[config.mk]
export PLATFORM = sky130hd
export DESIGN_NAME = branch_pc_sequencer
export DESIGN_NICKNAME = d
export VERILOG_FILES = /design/src/rtl/branch_pc_sequencer.sv
export SDC_FILE = /design/constraint.sdc
export NUM_CORES = 1
export LEC_CHECK = 0
export CAP_MARGIN = 20
export CORE_MARGIN = 4
export CORE_UTILIZATION = 40
export CTS_CLUSTER_SIZE = 16
export DETAILED_ROUTE_END_ITERATION = 10
export HOLD_SLACK_MARGIN = 0.12
export PLACE_DENSITY = 0.68
export REMOVE_ABC_BUFFERS = 1
export SYNTH_ARGS = -nofsm -noshare
export SYNTH_HDL_FRONTEND = slang
export SYNTH_SLANG_ARGS = --single-unit
[constraint.sdc]
create_clock -name Clk -period 8.4 [get_ports Clk]
set_clock_uncertainty 0.15 [all_clocks]
set_input_delay 2.52 -clock Clk [delete_from_list [all_inputs] [get_ports Clk]]
set_output_delay 2.52 -clock Clk [all_outputs]
set_load 0.03 [all_outputs]
[src/rtl/branch_pc_sequencer.sv]
// SPARC V8 PC/nPC sequencer: delayed control transfer, delay-slot annulment, JMPL and trap redirects.
// Optional BRANCH_STATS_EN adds taken/annul event counters.
module branch_pc_sequencer #(
  parameter logic [31:0] RESET_PC  = 32'h0000_0000,
  parameter logic [31:0] RESET_NPC = 32'h0000_0004
) (
  input  logic        Clk,
  input  logic        RESET,
  input  logic        advance,
  input  logic        is_bicc,
  input  logic        annul_bit,
  input  logic        cond,
  input  logic        ba,
  input  logic        bn,
  input  logic [21:0] disp22,
  input  logic        jmpl_req,
  input  logic [31:0] jmpl_target,
  input  logic        trap_req,
  input  logic [31:0] trap_vec,
  output logic [31:0] pc,
  output logic [31:0] npc,
  output logic        annul_slot,
`ifdef BRANCH_STATS_EN
  output logic [31:0] taken_cnt,
  output logic [31:0] annul_cnt,
`endif
  output logic        align_err
);

  typedef enum logic {RUN = 1'b0, ANNUL = 1'b1} state_t;

  state_t      state_q, state_d;
  logic [31:0] pc_q, pc_d, npc_q, npc_d;
  logic        align_q, align_d;
  logic [31:0] br_tgt;
  logic        taken, misalign;

  // ba=bn=1 is illegal; ba dominates so it reads as branch-always
  assign taken    = ba | (cond & ~bn);
  assign br_tgt   = pc_q + {{8{disp22[21]}}, disp22, 2'b00};
  assign misalign = |jmpl_target[1:0];

  always_ff @(posedge Clk) begin
    if (RESET) state_q <= RUN;
    else       state_q <= state_d;
  end

  always_comb begin
    state_d = state_q;
    if (advance) begin
      if (trap_req || state_q == ANNUL || jmpl_req) state_d = RUN;
      else if (is_bicc && annul_bit && (!taken || ba)) state_d = ANNUL;
      else state_d = RUN;
    end
  end

  always_comb begin
    annul_slot = (state_q == ANNUL);
  end

  // align_err defaults low so the pulse self-clears on the next edge
  always_comb begin
    pc_d    = pc_q;
    npc_d   = npc_q;
    align_d = 1'b0;
    if (advance) begin
      if (trap_req) begin
        pc_d  = trap_vec;
        npc_d = trap_vec + 32'd4;
      end else if (state_q == ANNUL) begin
        pc_d  = npc_q;
        npc_d = npc_q + 32'd4;
      end else if (jmpl_req) begin
        if (misalign) align_d = 1'b1;
        else begin
          pc_d  = npc_q;
          npc_d = jmpl_target;
        end
      end else if (is_bicc) begin
        pc_d  = npc_q;
        npc_d = taken ? br_tgt : npc_q + 32'd4;
      end else begin
        pc_d  = npc_q;
        npc_d = npc_q + 32'd4;
      end
    end
  end

  always_ff @(posedge Clk) begin
    if (RESET) begin
      pc_q    <= RESET_PC;
      npc_q   <= RESET_NPC;
      align_q <= 1'b0;
    end else begin
      pc_q    <= pc_d;
      npc_q   <= npc_d;
      align_q <= align_d;
    end
  end

  assign pc        = pc_q;
  assign npc       = npc_q;
  assign align_err = align_q;

`ifdef BRANCH_STATS_EN
  logic [31:0] taken_cnt_q, annul_cnt_q;
  logic        ev_taken, ev_annul;

  assign ev_taken = advance && !trap_req && state_q == RUN && !jmpl_req && is_bicc && taken;
  assign ev_annul = advance && !trap_req && state_q == ANNUL;

  always_ff @(posedge Clk) begin
    if (RESET) begin
      taken_cnt_q <= '0;
      annul_cnt_q <= '0;
    end else begin
      if (ev_taken) taken_cnt_q <= taken_cnt_q + 32'd1;
      if (ev_annul) annul_cnt_q <= annul_cnt_q + 32'd1;
    end
  end

  assign taken_cnt = taken_cnt_q;
  assign annul_cnt = annul_cnt_q;
`endif

endmodule

==> flow_summary.toml, run 1 <==
[run_status]
status = "finished clean"

[drt]
met2_wirelength_mm = 10.5
routed.top_layer = "met4"
drc = 0
wl_mm = 23.3
wl_per_cell_um = 20.3
drt-pass1-iter-count = 5
drtIter0Drc = 699
dr_total_vias = 6977
met1_length_mm = 10.0
routed_via_density = 6.07
wl_met3_mm = 2.21
ant_nets = 0

[finish]
final_util_pct = 54.0
fillers = 1460
fin_cells = 1149
antenna_cells = 0
final_common_cell = "clkdlybuf4s50_1"
design_area_um2 = 8180
area_delta_synth_final_pct = 32.6
layout.nets = 1085
layout_common_cells = "clkdlybuf4s50_1, nor2_1, nand2_1, dfxtp_1, a21oi_1"
drive_gt1_share_pct = 4.47

[placement]
portBuffers = 161
dp_slack_ns = 2.61
finalWeightedCongestion = 0.950
dpl-instance-area_um2 = 7880
dp_cells = 1133
dp_hpwl_mm = 17.0

[hold_path]
hp-start = "pc[23]"
hold_class = "register to register"
whs_path_depth = 2

[setup_path]
worstSetupStartpoint = "disp22[0]"
path_delay_family = "compound AO/OA/AOI/OAI gates"
crit_cells = 11
cpPeakStageDelay_ns = 0.47
end_kind = "register"
critical_path_class = "input pin to register"
cp_num_buf_inv = 1
startpoint_type = "input pin"
crit_fanout = 3
r2r-start = "pc[2]"
crit_chain = "clkdlybuf4s50_1, ha_1, fa_1, a21oi_1, o211a_1, nor3_1, o211ai_1, a31oi_1, mux2i_1, o2111ai_1, a211oi_1"
worstPathArrival_ns = 5.59
ff2ff_path_depth = 10
worstPathRequired_ns = 8.51
worst_path_max_delay_cell = "clkdlybuf4s50_1"

[power]
power.density_nw_per_um2 = 147
leakagePower_nw = 3.09
peakVddDrop_uv = 91.7
finalPower_mw = 1.20

[global_routing]
grt_pass1_wl_mm = 36.3
grt_max_degree = 61
overflow = 0
antenna_found_initial = 0
grt_util_all_layers_pct = 25.8
grt_pass1_vias = 6620

[floorplanning]
rows = 45
die_h_um = 132
core_area_um2 = 15100
die-area_um2 = 17500
io_pins = 162
die_w_um = 132
initial_core_util_pct = 40.7

[yosys]
netlist-cell-type-count = 68
synthCells = 823
netlist_area_um2 = 6170
seq_area_frac_synth_pct = 21.4
synth_top_area_share_pct = 21.4
synth_edf_count = 0
ys_ff_latch = 66
yosysTopAreaCell = "dfxtp_1"
synthArstFlopShare_pct = 0
synth_area_per_cell_um2 = 7.50
synthTopCellsByArea = "dfxtp_1, ha_1, mux2i_1"
synthFlopType = "dfxtp_1"
synth_warnings = 0

[timing]
finalSetupTns_ns = 0
tightest_slew_ns = 1.12
finalCritPeriodShare_pct = 65.2
setup_viol = 0
min_period_ns = 5.48
hold_viol = 0
drv_slew = 0
rsz0062_at_grt = "no"
hold_slack_ns = 0.368
max_freq_ghz = 0.183
slew_headroom_pct = 24.9
fin_ws_ns = 2.92

[clock_tree]
postCtsHoldBufs = 0
htree_levels = 3
clk_pin_slew_ns = 0.05
cts_setup_buffers = 0
cts_root_buffer = "clkbuf_16"
cts_max_path_buffers = 2
numCtsBuffers = 9
clk_latency_ns = 0.35
cts_tree = "done"
cts_resized = 0
cts.sinks = 66

[run]
maxCapViolations = 0
path summary, 6_finish.rpt:
path / end / slack, ns
max: npc[24] / 2.92
min reg2reg: pc[23] / 0.37
max reg2reg: npc[24] / 5.17
min: pc[23] / 0.37
kinds of logic (layout without fill, tap and decap cells):
group / Yosys count / after routing / share of synthesized area [%]
AND/OR/NAND/NOR: 308 / 308 / 25.0
AO/OA/AOI/OAI: 252 / 252 / 27.2
XOR/XNOR: 72 / 72 / 10.3
flip-flops: 66 / 66 / 21.4
buffers and inverters: 58 / 196 / 3.77
multiplexers: 35 / 35 / 5.68
adder cells (fa/ha/maj): 32 / 32 / 6.61
registers in the layout, summed over array words and instances (netlist names):
name        flops
pc             32
align_err       1
annul_slot      1
npc            32
where the power goes:
part	total, mW	internal, mW	switching, mW
logic	0.444	0.193	0.252
registers	0.377	0.339	0.0378
clock network	0.381	0.230	0.152
total	1.20	0.761	0.441
per-layer routing:
layer | vias to the layer above | global-route usage [%]
met5 | - | 0
li1 | 3349 | -
met1 | 3221 | 34.3
met2 | 363 | 41.3
met4 | 0 | 7.91
met3 | 44 | 6.56
worst min-delay path: stages, from the launching register on:
cell and delay [ns]:
dfxtp_1 0.32, nor2_1 0.10, a211oi_1 0.05
cells in the mapped netlist (3+ instances only):
library cell,instances
a211oi_1,46
a21o_1,6
a21oi_1,58
a221oi_1,9
a22oi_1,8
a311oi_1,3
a31o_1,4
a31o_2,3
a31oi_1,13
and2_1,4
and3_1,11
and4_1,9
buf_1,6
buf_2,6
clkbuf_1,34
dfxtp_1,66
ha_1,31
inv_1,11
mux2i_1,35
nand2_1,78
nand2b_1,15
nand3_1,32
nand4_1,16
nor2_1,88
nor2b_1,4
nor3_1,27
nor3b_1,4
nor4_1,6
o2111ai_1,3
o211ai_1,10
o21a_1,6
o21ai_0,30
o21ai_1,18
o21bai_1,3
o221ai_1,5
o22ai_1,4
o31ai_1,4
xnor2_1,35
xor2_1,36
area by class of cell:
type / instances / area [um2] / share of cell area, %
Clock buffer: 13 / 280 / 3.43
Sequential cell: 66 / 1320 / 16.2
Timing Repair Buffer: 170 / 1680 / 20.5
Clock inverter: 2 / 10.0 / 0.122
Multi-Input combinational cell: 699 / 4620 / 56.4
Tap cell: 188 / 235 / 2.88
Inverter: 11 / 41.3 / 0.505
No activity file was read; power rests on OpenSTA's default activity.
==> run 2, diff against run 1 <==
--- a/config.mk
+++ b/config.mk
@@ -11,7 +11,7 @@
 export CTS_CLUSTER_SIZE = 16
 export DETAILED_ROUTE_END_ITERATION = 10
 export HOLD_SLACK_MARGIN = 0.12
-export PLACE_DENSITY = 0.68
+export PLACE_DENSITY = 0.7
 export REMOVE_ABC_BUFFERS = 1
 export SYNTH_ARGS = -nofsm -noshare
 export SYNTH_HDL_FRONTEND = slang
==> constraint.sdc (replaced) <==
create_clock -name Clk -period 5 [get_ports Clk]
set_clock_uncertainty 0.15 [all_clocks]
set_input_delay 1.5 -clock Clk [delete_from_list [all_inputs] [get_ports Clk]]
set_output_delay 1.5 -clock Clk [all_outputs]
set_load 0.03 [all_outputs]
==> run 2 against run 1 <==
Compared with the run above: clock power increased by 82%; die area unchanged; first-iteration DRC count shrank 2.9%; global-route usage hardly changed; sequential share of layout area down 0.22 points; cell count rose by 0.87%; combinational power grew 70%; routed wire length grew 0.24%; via count grew 0.42%; utilization up 0.76 points; power rose by 73%; flip-flop and latch count is the same; critical path type unchanged; critical endpoint unchanged.
==> flow_summary.toml, run 2 (synthesized netlist as in run 1, its figures left out) <==
[timing]
drv_slew = 0
tightest_slew_ns = 0.964
finalSetupTns_ns = 0
finalCritPeriodShare_pct = 87.5
setup_viol = 0
hold_slack_ns = 0.367
min_period_ns = 4.38
hold_viol = 0
slew_headroom_pct = 35.7
max_freq_ghz = 0.228
rsz0062_at_grt = "no"

[finish]
layout.nets = 1094
final_util_pct = 54.8
area_delta_synth_final_pct = 34.5
antenna_cells = 0
drive_gt1_share_pct = 5.25
layout_common_cells = "clkdlybuf4s50_1, nor2_1, nand2_1, dfxtp_1, a21oi_1"
final_common_cell = "clkdlybuf4s50_1"

[global_routing]
grt_pass1_wl_mm = 36.6
overflow = 0
grt_util_all_layers_pct = 25.9
grt_max_degree = 65
grt_pass1_vias = 6622
antenna_found_initial = 0

[drt]
wl_met3_mm = 2.25
ant_nets = 0
drtIter0Drc = 679
dr_total_vias = 7006
wl_per_cell_um = 20.1
met2_wirelength_mm = 10.3
met1_length_mm = 10.1
routed_via_density = 6.04
wl_mm = 23.3
drc = 0
drt-pass1-iter-count = 5
routed.top_layer = "met4"

[floorplanning]
rows = 45
die_h_um = 132
initial_core_util_pct = 40.7
io_pins = 162
die-area_um2 = 17500
die_w_um = 132
core_area_um2 = 15100

[clock_tree]
clk_pin_slew_ns = 0.06
cts_setup_buffers = 0
cts_resized = 0
cts_root_buffer = "clkbuf_16"
cts_tree = "done"
cts_max_path_buffers = 2
clk_latency_ns = 0.35
postCtsHoldBufs = 0
cts.sinks = 66
numCtsBuffers = 9
htree_levels = 3

[power]
peakVddDrop_uv = 177
finalPower_mw = 2.08
leakagePower_nw = 3.15
comb_power_share_pct = 36.2
power.internal_mw = 1.34
switching_power_mw = 0.741
seq_power_share_pct = 30.4
power.density_nw_per_um2 = 251
p_sw_share_pct = 35.6
p_clk_share_pct = 33.4

[setup_path]
crit_fanout = 3
critical_path_class = "input pin to register"
worstPathRequired_ns = 5.12
startpoint_type = "input pin"
worstPathArrival_ns = 4.50
end_kind = "register"

[placement]
dp_hpwl_mm = 17.2
finalWeightedCongestion = 0.974
portBuffers = 161

[run]
maxCapViolations = 0

[hold_path]
hold_class = "register to register"

[run_status]
status = "finished clean"
## run 2: cell count changes in the layout (fill, tap and decap cells not counted), sizes merged
cell	before	now
buf	11	20
bufinv	0	1
clkbuf	13	15
clkinv	2	0
## run 2: final timing paths
| kind | startpoint | end | slack [ns] | depth (start not counted) |
|---|---|---|---|---|
| setup / recovery | disp22[0] | npc[24] | 0.62 | 11 |
| hold / removal | pc[18] | pc[18] | 0.37 | 2 |
| setup reg to reg | pc[2] | npc[24] | 1.88 | 10 |
| hold reg to reg | pc[18] | pc[18] | 0.37 | 2 |
## run 2: power by group through the flow
stage	Combinational [mW]	Sequential, mW	Clock (mW)
floorplan	0.349	0.709	0
global placement	0.741	0.643	0
detailed placement	0.743	0.643	0
CTS	0.748	0.632	0.708
global route	0.815	0.640	0.723
finish	0.755	0.634	0.695
## run 2: cell type report
type,count,area [um2]
Clock buffer,15,288
Clock inverter,1,30.0
Fill cell,1446,6850
Inverter,11,41.3
Multi-Input combinational cell,699,4620
Sequential cell,66,1320
Tap cell,188,235
Timing Repair Buffer,179,1760
## run 2: through the flow
stage                     cells  setup WS (ns)  cell area [um2]
after floorplan             776          0.528             5980
after global placement     1143          0.374             7980
after detailed placement   1143          0.363             7980
after CTS                  1159          0.694             8300
after global routing       1159          0.462             8300
final                      1159          0.623             8300
## run 2: worst max-delay path: stages
cell and delay, ns:
clkdlybuf4s50_1 0.47, ha_1 0.22, fa_1 0.25, a21oi_1 0.11
o211a_1 0.27, nor3_1 0.47, o211ai_1 0.29, a31oi_1 0.34
mux2i_1 0.23, o2111ai_1 0.13, a211oi_1 0.23
## run 2: metal layers
layer	GRT usage, %	vias to the layer above
met4	10.5	0
li1	-	3368
met2	39.9	363
met3	5.65	47
met1	35.1	3228
met5	0	-
